<file path="src/rtl/vga_timing_controller.sv">
// 640x480@60 raster counters with registered sync/blank/coordinate decode,
// plus the vblank-only board-update grant handshake.
module vga_timing_controller #(
  parameter int H_VISIBLE   = 640,
  parameter int H_FRONT     = 16,
  parameter int H_SYNC      = 96,
  parameter int H_BACK      = 48,
  parameter int V_VISIBLE   = 480,
  parameter int V_FRONT     = 10,
  parameter int V_SYNC      = 2,
  parameter int V_BACK      = 33,
  parameter int GUARD_LINES = 2
) (
  input  logic        clk_25MHz,
  input  logic        rst_n,
  input  logic        upd_req,
  output logic        hsync,
  output logic        vsync,
  output logic        video_on,
  output logic [15:0] pixel_x,
  output logic [15:0] pixel_y,
  output logic        line_start,
  output logic        frame_start,
  output logic        upd_grant,
  output logic        upd_abort
);

  localparam int H_TOTAL = H_VISIBLE + H_FRONT + H_SYNC + H_BACK;
  localparam int V_TOTAL = V_VISIBLE + V_FRONT + V_SYNC + V_BACK;

  localparam logic [15:0] X_LAST   = 16'(H_TOTAL - 1);
  localparam logic [15:0] Y_LAST   = 16'(V_TOTAL - 1);
  localparam logic [15:0] X_VIS    = 16'(H_VISIBLE);
  localparam logic [15:0] Y_VIS    = 16'(V_VISIBLE);
  localparam logic [15:0] HS_START = 16'(H_VISIBLE + H_FRONT);
  localparam logic [15:0] HS_END   = 16'(H_VISIBLE + H_FRONT + H_SYNC);
  localparam logic [15:0] VS_START = 16'(V_VISIBLE + V_FRONT);
  localparam logic [15:0] VS_END   = 16'(V_VISIBLE + V_FRONT + V_SYNC);
  localparam logic [15:0] CLOSE_Y  = 16'(V_TOTAL - GUARD_LINES);

  typedef enum logic [1:0] {S_IDLE, S_WAIT, S_GRANT, S_HOLD} upd_state_t;

  upd_state_t  state;
  logic [15:0] next_x;
  logic [15:0] next_y;
  logic        close_pt;
  logic        win_open;

  always_comb begin
    next_x = pixel_x + 16'd1;
    next_y = pixel_y;
    if (pixel_x == X_LAST) begin
      next_x = '0;
      next_y = (pixel_y == Y_LAST) ? '0 : pixel_y + 16'd1;
    end
  end

  // Close point is the edge that moves the raster onto the first guard line;
  // excluding it from the open window keeps a last-cycle grant from
  // skipping the revoke.
  assign close_pt = (next_x == '0) && (next_y == CLOSE_Y);
  assign win_open = (pixel_y >= Y_VIS) && (pixel_y < CLOSE_Y) && !close_pt;

  always_ff @(posedge clk_25MHz or negedge rst_n) begin
    if (!rst_n) begin
      pixel_x     <= X_LAST;
      pixel_y     <= Y_LAST;
      hsync       <= 1'b1;
      vsync       <= 1'b1;
      video_on    <= 1'b0;
      line_start  <= 1'b0;
      frame_start <= 1'b0;
    end else begin
      pixel_x     <= next_x;
      pixel_y     <= next_y;
      hsync       <= !((next_x >= HS_START) && (next_x < HS_END));
      vsync       <= !((next_y >= VS_START) && (next_y < VS_END));
      video_on    <= (next_x < X_VIS) && (next_y < Y_VIS);
      line_start  <= (next_x == '0);
      frame_start <= (next_x == '0) && (next_y == '0);
    end
  end

  always_ff @(posedge clk_25MHz or negedge rst_n) begin
    if (!rst_n) begin
      state     <= S_IDLE;
      upd_grant <= 1'b0;
      upd_abort <= 1'b0;
    end else begin
      upd_abort <= 1'b0;
      case (state)
        S_IDLE: if (upd_req) state <= S_WAIT;
        S_WAIT: begin
          if (!upd_req) begin
            state <= S_IDLE;
          end else if (win_open) begin
            state     <= S_GRANT;
            upd_grant <= 1'b1;
          end
        end
        S_GRANT: begin
          if (!upd_req) begin
            state     <= S_IDLE;
            upd_grant <= 1'b0;
          end else if (close_pt) begin
            state     <= S_HOLD;
            upd_grant <= 1'b0;
            upd_abort <= 1'b1;
          end
        end
        S_HOLD: if (!upd_req) state <= S_IDLE;
        default: begin
          state     <= S_IDLE;
          upd_grant <= 1'b0;
        end
      endcase
    end
  end

endmodule

</file>
<file path="config.mk">
export PLATFORM = sky130hd
export DESIGN_NAME = vga_timing_controller
export DESIGN_NICKNAME = d
export VERILOG_FILES = /design/src/rtl/vga_timing_controller.sv
export SDC_FILE = /design/constraint.sdc
export NUM_CORES = 1
export LEC_CHECK = 0
export CORE_UTILIZATION = 35
export CTS_CLUSTER_DIAMETER = 30
export DETAILED_ROUTE_END_ITERATION = 16
export GPL_TIMING_DRIVEN = 0
export PLACE_DENSITY = 0.64
export SYNTH_ARGS = -nofsm -noshare
export SYNTH_HDL_FRONTEND = slang
export SYNTH_SLANG_ARGS = --single-unit
</file>
<file path="constraint.sdc">
create_clock -name clk_25MHz -period 7.5 [get_ports clk_25MHz]
set_input_delay 1.5 -clock clk_25MHz [delete_from_list [all_inputs] [get_ports clk_25MHz]]
set_output_delay 1.5 -clock clk_25MHz [all_outputs]
set_load 0.005 [all_outputs]
</file>
==> flow_summary.ini, run 1 <==
[floorplanning]
dieArea_um2 = 7630
num_rows = 30
io_pins = 42
chipWidth_um = 87.3
start_util = 0.369
core_um2 = 6910
fp.dieH_um = 87.3

[logic_synthesis]
synth_area_um2 = 2550
ys_types = 58
yosysWarnings = 0
synth_fa_ha_area_frac = 0.0196
synth_top_family_by_area = simple AND/OR/NAND/NOR gates
muxShareOfSynthArea = 0.0162
yosys.area.top_type = dfrtp_1
yosys.area_share.xor_xnor = 0.0928
synthArstFlopShare = 1.00
synth-compound-area-share = 0.0957
yosys.area_share.simple = 0.311
ys_top_cells_by_area = dfrtp_1 28%, dfstp_2 12%, xnor2_1 5.5%
synthesis.instances = 278
synth_nets = 285
synth_seq_cells = 41
yosysTopAreaCellShare = 0.285
synth-main-ff-cell = dfrtp_1
synth_edf_count = 0
ys_seq_area_frac = 0.408
synth_area_per_cell_um2 = 9.17

[detailed_routing]
vias = 2250
drc = 0
wl_per_cell_um = 14.4
ant_nets = 0
wirelength_um = 6110
drtIter0Drc = 93
drt-pass1-iter-count = 4
route.detailed.vias_per_inst = 5.31

[grt]
antenna_found_initial = 0
grt_first_pass_wirelength_um = 10300
overflow = 0
grt_pass1_vias = 2155
grt_start_max_net_pins = 27
grtUsageTotal = 0.175

[worst_setup_path]
crit_buf_inv = 1
path_max_fanout = 10
reg2reg_depth = 9
critPathRequiredTime_ns = 7.69
r2r-start = pixel_x[3]$_DFF_PN1_
cp-end-kind = flop
crit_path_end = upd_abort$_DFF_PN0_
cp_cell_sequence = clkbuf_1 > nand3_2 > nor3_1 > nand4_1 > xnor2_1 > nand4bb_1 > nor3_1 > nand4_1 > nor4b_1
startpoint = pixel_x[3]$_DFF_PN1_
critical_path_depth = 9
slowest_stage = nor3_1
crit_family = simple AND/OR/NAND/NOR gates
critPathLaunchType = flop
crit_type = flop to flop
worst-r2r-setup-slack_ns = 3.84
worstPathArrival_ns = 3.85
max_stage_delay_ns = 0.75
rr_endpoint = upd_abort$_DFF_PN0_

[pwr]
power.density_nw_per_um2 = 120
p_sw_uw = 81.9
power_frac_comb = 0.018
p_leak_uw = 0.00129
swShare = 0.215
p_int_uw = 299
vdd_ir_drop_max_v = 0.0000551
power.share.sequential = 0.583
clkPwrFrac = 0.400

[timing]
setup_viol = 0
finalCritPeriodShare = 0.489
worstMarginPinSlew_ns = 0.839
max_slew_margin = 0.436
tns_ns = 0
maxSlewViolCount = 0
timing.fmax_mhz = 273
rsz0062_at_grt = false
clock_skew_ns = 0.0113
hold_viol_final = 0
period_minus_slack_ns = 3.66

[clock_tree]
numClockSinks = 41
ctsHoldBuffers = 0
cts_buffer_depth = 2
h-tree-depth = 2
cts_resized = 0
postCtsSetupBuffers = 0
tritoncts = yes
clockRootBuffer = clkbuf_8
cts_buffers = 5
clock_latency_ns = 0.30
clk_pin_slew_ns = 0.08

[placed_design]
dpl-instance-area_um2 = 3090
post-dp-hpwl_um = 4670
gp_congestion = 0.844
port_buffers = 41

[layout]
register_area_um2 = 1040
fillers = 695
final_area_um2 = 3180
utilization = 0.461
area_delta_synth_final_pct = 24.9
multi_input_area_um2 = 1360
layout-drive-gt1-share = 0.128
nets = 334
n_antenna_cell = 0

[run]
max_cap_violations = 0

[worst_hold_path]
hold_class = flop to flop

[status]
status = finished, final reports clean
## Yosys cell counts (4+ instances only)
master and n:
a21oi_1 5, and2_1 5, buf_2 4, clkbuf_1 10
dfrtp_1 29, dfstp_2 12, ha_1 4, inv_1 17
nand2_1 18, nand3_1 21, nand4_1 11, nor2_1 22
nor3_1 11, nor4_1 9, nor4b_1 4, o21ai_0 9
xnor2_1 16, xor2_1 11
## kinds of logic (layout without fill, tap and decap cells)
kind of cell	after synthesis	in the layout
AOI/OAI and AO/OA	35	35
adders and majority gates	4	4
muxes	4	4
DFF	41	41
xor gates and xnor gates	27	27
buffers and inverters	33	83
and+or+nand+nor	134	134
## worst min-delay path by stage
| stage | from | cells past startpoint | slack, ns | endpoint |
|---|---|---|---|---|
| 2_1_floorplan | state[0]$_DFFE_PN0P_ | 1 | 0.44 | upd_abort$_DFF_PN0_ |
| 3_3_place_gp | state[0]$_DFFE_PN0P_ | 1 | 0.48 | upd_abort$_DFF_PN0_ |
| 3_5_place_dp | state[0]$_DFFE_PN0P_ | 1 | 0.48 | upd_abort$_DFF_PN0_ |
| 4_1_cts | state[0]$_DFFE_PN0P_ | 1 | 0.50 | upd_abort$_DFF_PN0_ |
| 5_1_grt | state[0]$_DFFE_PN0P_ | 1 | 0.52 | upd_abort$_DFF_PN0_ |
| 6_report | state[0]$_DFFE_PN0P_ | 1 | 0.50 | upd_abort$_DFF_PN0_ |
## stage by stage
step	setup slack, ns	hold WS, ns	total power, µW	instances
5_1_grt	3.50	0.524	399	424
4_1_cts	3.85	0.495	386	424
2_1_floorplan	4.50	0.442	226	278
6_report	3.84	0.498	381	424
3_5_place_dp	3.87	0.484	233	416
3_3_place_gp	3.85	0.475	232	415
## layout by cell type (no fill, tap or decap), types with 2 or more instances in the layout
| cell type | netlist | final |
|---|---|---|
| a211o_1 | 2 | 2 |
| a21oi_1 | 5 | 5 |
| a31o_2 | 2 | 2 |
| and2_1 | 5 | 5 |
| and3_1 | 2 | 2 |
| and4_1 | 2 | 2 |
| buf_2 | 4 | 5 |
| buf_6 | 2 | 2 |
| clkbuf_1 | 10 | 12 |
| clkbuf_8 | 0 | 6 |
| clkdlybuf4s50_1 | 0 | 40 |
| dfrtp_1 | 29 | 29 |
| dfstp_2 | 12 | 12 |
| ha_1 | 4 | 4 |
| inv_1 | 17 | 17 |
| mux2i_1 | 3 | 3 |
| nand2_1 | 18 | 18 |
| nand3_1 | 21 | 21 |
| nand4_1 | 11 | 11 |
| nand4b_1 | 3 | 3 |
| nand4bb_1 | 2 | 2 |
| nor2_1 | 22 | 22 |
| nor3_1 | 11 | 11 |
| nor4_1 | 9 | 9 |
| nor4b_1 | 4 | 4 |
| nor4bb_1 | 2 | 2 |
| o211ai_1 | 3 | 3 |
| o21ai_0 | 9 | 9 |
| o21ai_1 | 2 | 2 |
| or2_2 | 2 | 2 |
| or3_1 | 3 | 3 |
| or4_1 | 3 | 3 |
| or4_4 | 2 | 2 |
| xnor2_1 | 16 | 16 |
| xor2_1 | 11 | 11 |
## worst register-to-register path: stages (launching register included)
cell and delay, ns:
dfstp_2 0.54, clkbuf_1 0.29, nand3_2 0.27, nor3_1 0.75, nand4_1 0.25, xnor2_1 0.21, nand4bb_1 0.36, nor3_1 0.41
nand4_1 0.16, nor4b_1 0.34
## state kept, by name (all words and copies together), names as in the netlist
name	cells
pixel_x	16
pixel_y	16
state	2
frame_start	1
hsync	1
line_start	1
upd_abort	1
upd_grant	1
video_on	1
vsync	1
## power groups by stage
stage	clock network [µW]	registers, µW	logic (µW)
2_1_floorplan	0	226	0.411
3_3_place_gp	0	226	6.22
3_5_place_dp	0	226	7.20
4_1_cts	157	222	7.24
5_1_grt	169	222	8.13
6_report	152	222	6.73
## layout make-up
class	count	area share
tap	96	0.0377
sequential	41	0.327
buffer	16	0.0251
multi-input combinational	204	0.428
clock buffer	8	0.0283
timing repair buffer	42	0.134
inverter	17	0.0200
## metal layers
metal	share of wire	track usage	wire, µm	vias up
li1	-	-	-	1096
met1	0.47	0.228	2880	1087
met2	0.47	0.282	2850	57
met3	0.044	0.0370	267	10
met4	0.017	0.0715	102	0
met5	0	0	0	-
No activity file was read; power rests on OpenSTA's default activity.
==> inputs of run 2 (changes only) <==
- PLACE_DENSITY: 0.64 -> 0.66
- clock period: 7.5 -> 3.2 ns (I/O delays scaled with it)
==> run 2 against run 1 <==
  * Via count rose by 2.7%
  * Sequential share of layout area is 2.1 points lower
  * Clock skew rose by 0.00094 ns
  * Sequential power up 130%
  * Highest routed layer unchanged
  * Largest cell class unchanged
  * Largest power group unchanged
  * Critical path depth unchanged
==> flow_summary.ini, run 2 (synthesis gave the netlist of run 1 again) <==
[status]
status = finished, final reports clean

[worst_setup_path]
worstPathArrival_ns = 3.23
crit_top_cell = or3_4
worst-r2r-setup-slack_ns = 0.17
cp_cell_sequence = clkbuf_1 > or3_1 > or3_4 > or3_4 > mux2i_1 > nand4bb_4 > nor4_4 > o21ai_1 > a31o_1
path_max_fanout = 7
max_stage_delay_ns = 0.44
crit_type = flop to flop
slowest_stage = or3_1
reg2reg_depth = 9
cp-end-kind = flop
critPathLaunchType = flop
critPathRequiredTime_ns = 3.40

[clock_tree]
clock_latency_ns = 0.30
cts_buffer_depth = 2
h-tree-depth = 2
tritoncts = yes
clk_pin_slew_ns = 0.09
clockRootBuffer = clkbuf_8
numClockSinks = 41
cts_buffers = 5

[pwr]
p_int_uw = 835
swShare = 0.196
power.density_nw_per_um2 = 305
p_leak_uw = 0.00138
p_sw_uw = 204
power.share.sequential = 0.500
clkPwrFrac = 0.483
vdd_ir_drop_max_v = 0.000181
power_frac_comb = 0.017

[detailed_routing]
route.detailed.vias_per_inst = 5.37
wl_per_cell_um = 15.0
wirelength_um = 6450
drtIter0Drc = 125
ant_nets = 0
vias = 2310
drc = 0
drt-pass1-iter-count = 4

[layout]
nets = 340
final_cell_mix = 40 x clkdlybuf4s50_1, 29 x dfrtp_1, 22 x nor2_1
final_area_um2 = 3410
area_delta_synth_final_pct = 33.7
layout-drive-gt1-share = 0.198
final_common_cell = clkdlybuf4s50_1
fillers = 668
reg.largest.list = pixel_x: 16 flops, pixel_y: 16 flops, state: 2 flops
n_antenna_cell = 0

[timing]
maxSlewViolCount = 0
finalCritPeriodShare = 0.948
timing.fmax_mhz = 330
tns_ns = 0
setup_viol = 0
max_slew_margin = 0.642
clock_skew_ns = 0.0123
worstMarginPinSlew_ns = 0.538
hold_viol_final = 0
period_minus_slack_ns = 3.03
whs_ns = 0.313

[run]
max_cap_violations = 0

[floorplanning]
core_um2 = 6910
io_pins = 42
chipWidth_um = 87.3
dieArea_um2 = 7630
num_rows = 30
start_util = 0.369
fp.dieH_um = 87.3

[placed_design]
gp_congestion = 0.851
post-dp-hpwl_um = 4690
dpl-instance-area_um2 = 3100
port_buffers = 41

[grt]
grt_first_pass_wirelength_um = 10500
antenna_found_initial = 0
grt_pass1_vias = 2176
grtUsageTotal = 0.178
overflow = 0
grt_start_max_net_pins = 23

[worst_hold_path]
hold_class = primary input to asynchronous set/reset pin
-- run 2: critical path, delay by kind of cell (launching register included) --
kind	cells	cell delay [ns]
flops	1	0.38
simple gates	5	1.92
compound gates	2	0.31
mux	1	0.14
buf+inv	1	0.18
-- run 2: repair_timing --
item | in CTS | in global routing
resized for setup | 10 | 17
hold buffers | 0 | 0
endpoints found under the setup margin | 7 | 6
buffers inserted | 2 | 6
gates cloned | 0 | 0
pin swaps | 1 | 8
-- run 2: path summary, 6_finish.rpt --
path                                       start               endpoint
setup / recovery           pixel_x[12]$_DFF_PN0_  upd_grant$_DFFE_PN0P_
hold / removal                             rst_n   pixel_y[6]$_DFF_PN0_
setup reg to reg           pixel_x[12]$_DFF_PN0_  upd_grant$_DFFE_PN0P_
hold reg to reg             state[0]$_DFFE_PN0P_    upd_abort$_DFF_PN0_
max in group asynchronous                  rst_n   pixel_x[8]$_DFF_PN1_
min in group clk_25MHz      state[0]$_DFFE_PN0P_    upd_abort$_DFF_PN0_
-- run 2: final cells by class --
cell class              count  area (µm²)  area share
repair buffers             50         493       0.145
clock buffers               5        68.8      0.0202
multi-input cells         204        1470       0.432
clock inverters             3        65.1      0.0191
plain buffers              14        82.6      0.0242
flip-flops and latches     41        1040       0.305
inverters                  17        63.8      0.0187
well taps                  96         120      0.0352
-- run 2: power groups by stage --
stage / clock [µW] / combinational, µW / sequential [µW]
finish: 502 / 17.3 / 520
global route: 536 / 20.2 / 520
global placement: 0 / 14.4 / 529
detailed placement: 0 / 18.2 / 529
CTS: 515 / 18.2 / 520
floorplan: 0 / 0.963 / 529
-- run 2: stage by stage --
| step | power [µW] | worst slack (ns) | instances | util |
|---|---|---|---|---|
| finish | 1040 | 0.167 | 430 | 0.493 |
| global route | 1080 | -0.0222 | 430 | 0.493 |
| CTS | 1050 | 0.00975 | 424 | 0.477 |
| detailed placement | 548 | -0.389 | 416 | 0.449 |
| global placement | 544 | -0.420 | 415 | 0.446 |
| floorplan | 530 | 0.200 | 278 | - |
-- run 2: routing by layer --
metal | share of wire | up-vias | track usage
li1 | - | 1111 | -
met1 | 0.44 | 1108 | 0.234
met2 | 0.49 | 76 | 0.284
met3 | 0.052 | 15 | 0.0493
met4 | 0.018 | 0 | 0.0566
met5 | 0 | - | 0
==> inputs of run 3 (changes only) <==
- CORE_MARGIN: not set -> 5
- SETUP_SLACK_MARGIN: not set -> 0.15
- TNS_END_PERCENT: not set -> 100
==> run 3 against run 2 <==
  * Sequential share of layout area fell by 1.8 points
  * Core utilization up 1.2 points
  * Clock power is essentially flat
  * Count of clock-buffer cells in the layout stayed put
==> flow_summary.ini, run 3 (synthesis gave the netlist of run 1 again) <==
[status]
status = finished, final reports clean

[pwr]
p_sw_uw = 207
swShare = 0.199
power_frac_comb = 0.016
clkPwrFrac = 0.485
vdd_ir_drop_max_v = 0.000168
p_leak_uw = 0.00150
power.share.sequential = 0.499
p_int_uw = 834
power.density_nw_per_um2 = 287

[timing]
period_minus_slack_ns = 2.95
hold_viol_final = 0
worstMarginPinSlew_ns = 0.665
max_slew_margin = 0.551
setup_viol = 0
timing.fmax_mhz = 339
finalCritPeriodShare = 0.921
setup_ws_ns = 0.252
clock_skew_ns = 0.0117
maxSlewViolCount = 0
rsz0062_at_grt = true

[clock_tree]
cts_buffer_depth = 2
clockRootBuffer = clkbuf_8
ctsHoldBuffers = 0
clock_latency_ns = 0.30
clk_pin_slew_ns = 0.09
numClockSinks = 41
tritoncts = yes
h-tree-depth = 2
cts_buffers = 5

[worst_setup_path]
reg2reg_depth = 10
cp_cell_sequence = buf_6 > or3b_4 > or3_4 > buf_6 > nor4_4 > xnor2_2 > inv_1 > nor4_4 > nand2b_1 > nor4b_2
max_stage_delay_ns = 0.42
crit_type = flop to flop
crit_buf_inv = 3
worstPathArrival_ns = 3.15
rr_endpoint = video_on$_DFF_PN0_
critPathRequiredTime_ns = 3.40
critPathLaunchType = flop
r2r-start = pixel_x[13]$_DFF_PN0_
slowest_stage = or3b_4
path_max_fanout = 8
worst-r2r-setup-slack_ns = 0.25
cp-end-kind = flop
crit_family = simple AND/OR/NAND/NOR gates

[run]
max_cap_violations = 0

[floorplanning]
dieArea_um2 = 9090
core_um2 = 7180
start_util = 0.355
fp.dieH_um = 95.3
io_pins = 42
num_rows = 31
chipWidth_um = 95.3

[layout]
final_cell_mix = 40 x clkdlybuf4s50_1, 28 x dfrtp_1, 22 x nor2_1
final_common_cell = clkdlybuf4s50_1
fillers = 665
n_antenna_cell = 0
layout-drive-gt1-share = 0.271
register_area_um2 = 1040
utilization = 0.505
reg.largest.list = pixel_x: 16 flops, pixel_y: 16 flops, state: 2 flops
area_delta_synth_final_pct = 42.3
nets = 349
multi_input_area_um2 = 1600

[placed_design]
post-dp-hpwl_um = 4770
gp_congestion = 0.862
port_buffers = 41
pre_cts_slack_ns = -0.441

[grt]
grt_pass1_vias = 2334
grt_first_pass_wirelength_um = 11200
overflow = 0
grt_start_max_net_pins = 33
grtUsageTotal = 0.156
antenna_found_initial = 0

[detailed_routing]
drtIter0Drc = 121
wirelength_um = 6810
drt-pass1-iter-count = 4
vias = 2349
ant_nets = 0
route.detailed.vias_per_inst = 5.31
wl_per_cell_um = 15.4
drc = 0

[worst_hold_path]
hold_class = primary input to asynchronous set/reset pin
[run 3: cell types whose count changed in the layout (fill, tap and decap cells not counted), sizes merged]
cell	change
buf	+8
clkbuf	+1
[run 3: cell type report]
class	count	share of cell area
flip-flops and latches	41	0.287
plain buffers	15	0.0317
clock inverters	3	0.0179
multi-input cells	204	0.442
well taps	99	0.0342
inverters	17	0.0176
clock buffers	5	0.0190
repair buffers	58	0.150
[run 3: worst max-delay path by stage]
| stage | to | cells past startpoint | from | slack, ns |
|---|---|---|---|---|
| floorplan | upd_grant$_DFFE_PN0P_ | 11 | pixel_x[0]$_DFF_PN1_ | 0.20 |
| global placement | upd_abort$_DFF_PN0_ | 9 | pixel_x[3]$_DFF_PN1_ | -0.38 |
| detailed placement | upd_abort$_DFF_PN0_ | 9 | pixel_x[3]$_DFF_PN1_ | -0.44 |
| CTS | upd_grant$_DFFE_PN0P_ | 11 | pixel_x[0]$_DFF_PN1_ | 0.17 |
| global route | video_on$_DFF_PN0_ | 9 | pixel_y[3]$_DFF_PN1_ | 0.12 |
| finish | video_on$_DFF_PN0_ | 10 | pixel_x[13]$_DFF_PN0_ | 0.25 |
[run 3: repair_timing]
item / CTS / global route
resized for setup: 18 / 46
setup buffers: 5 / 11
gates cloned: 0 / 0
setup endpoints to repair: 7 / 7
pin swaps: 5 / 18
[run 3: power by group through the flow]
| stage | registers, µW | logic (µW) | clock network [µW] |
|---|---|---|---|
| finish | 520 | 16.1 | 505 |
| CTS | 520 | 17.2 | 512 |
| global placement | 529 | 14.3 | 0 |
| floorplan | 529 | 0.963 | 0 |
| global route | 520 | 18.7 | 547 |
| detailed placement | 529 | 17.1 | 0 |
[run 3: routing by layer]
metal	vias up	routed length [µm]	GRT usage
met3	9	324	0.0339
li1	1131	-	-
met4	0	80	0.0373
met5	-	0	0
met2	66	3450	0.263
met1	1143	2960	0.203
[run 3: through the flow]
step | instance area, µm² | hold slack (ns) | instances | power, µW | TNS (ns)
global route | 3630 | 0.188 | 442 | 1090 | 0
global placement | 3080 | 0.472 | 418 | 544 | -1.60
CTS | 3360 | 0.199 | 431 | 1050 | 0
floorplan | 2550 | 0.344 | 278 | 530 | 0
detailed placement | 3100 | 0.490 | 419 | 546 | -1.66
finish | 3630 | 0.195 | 442 | 1040 | 0
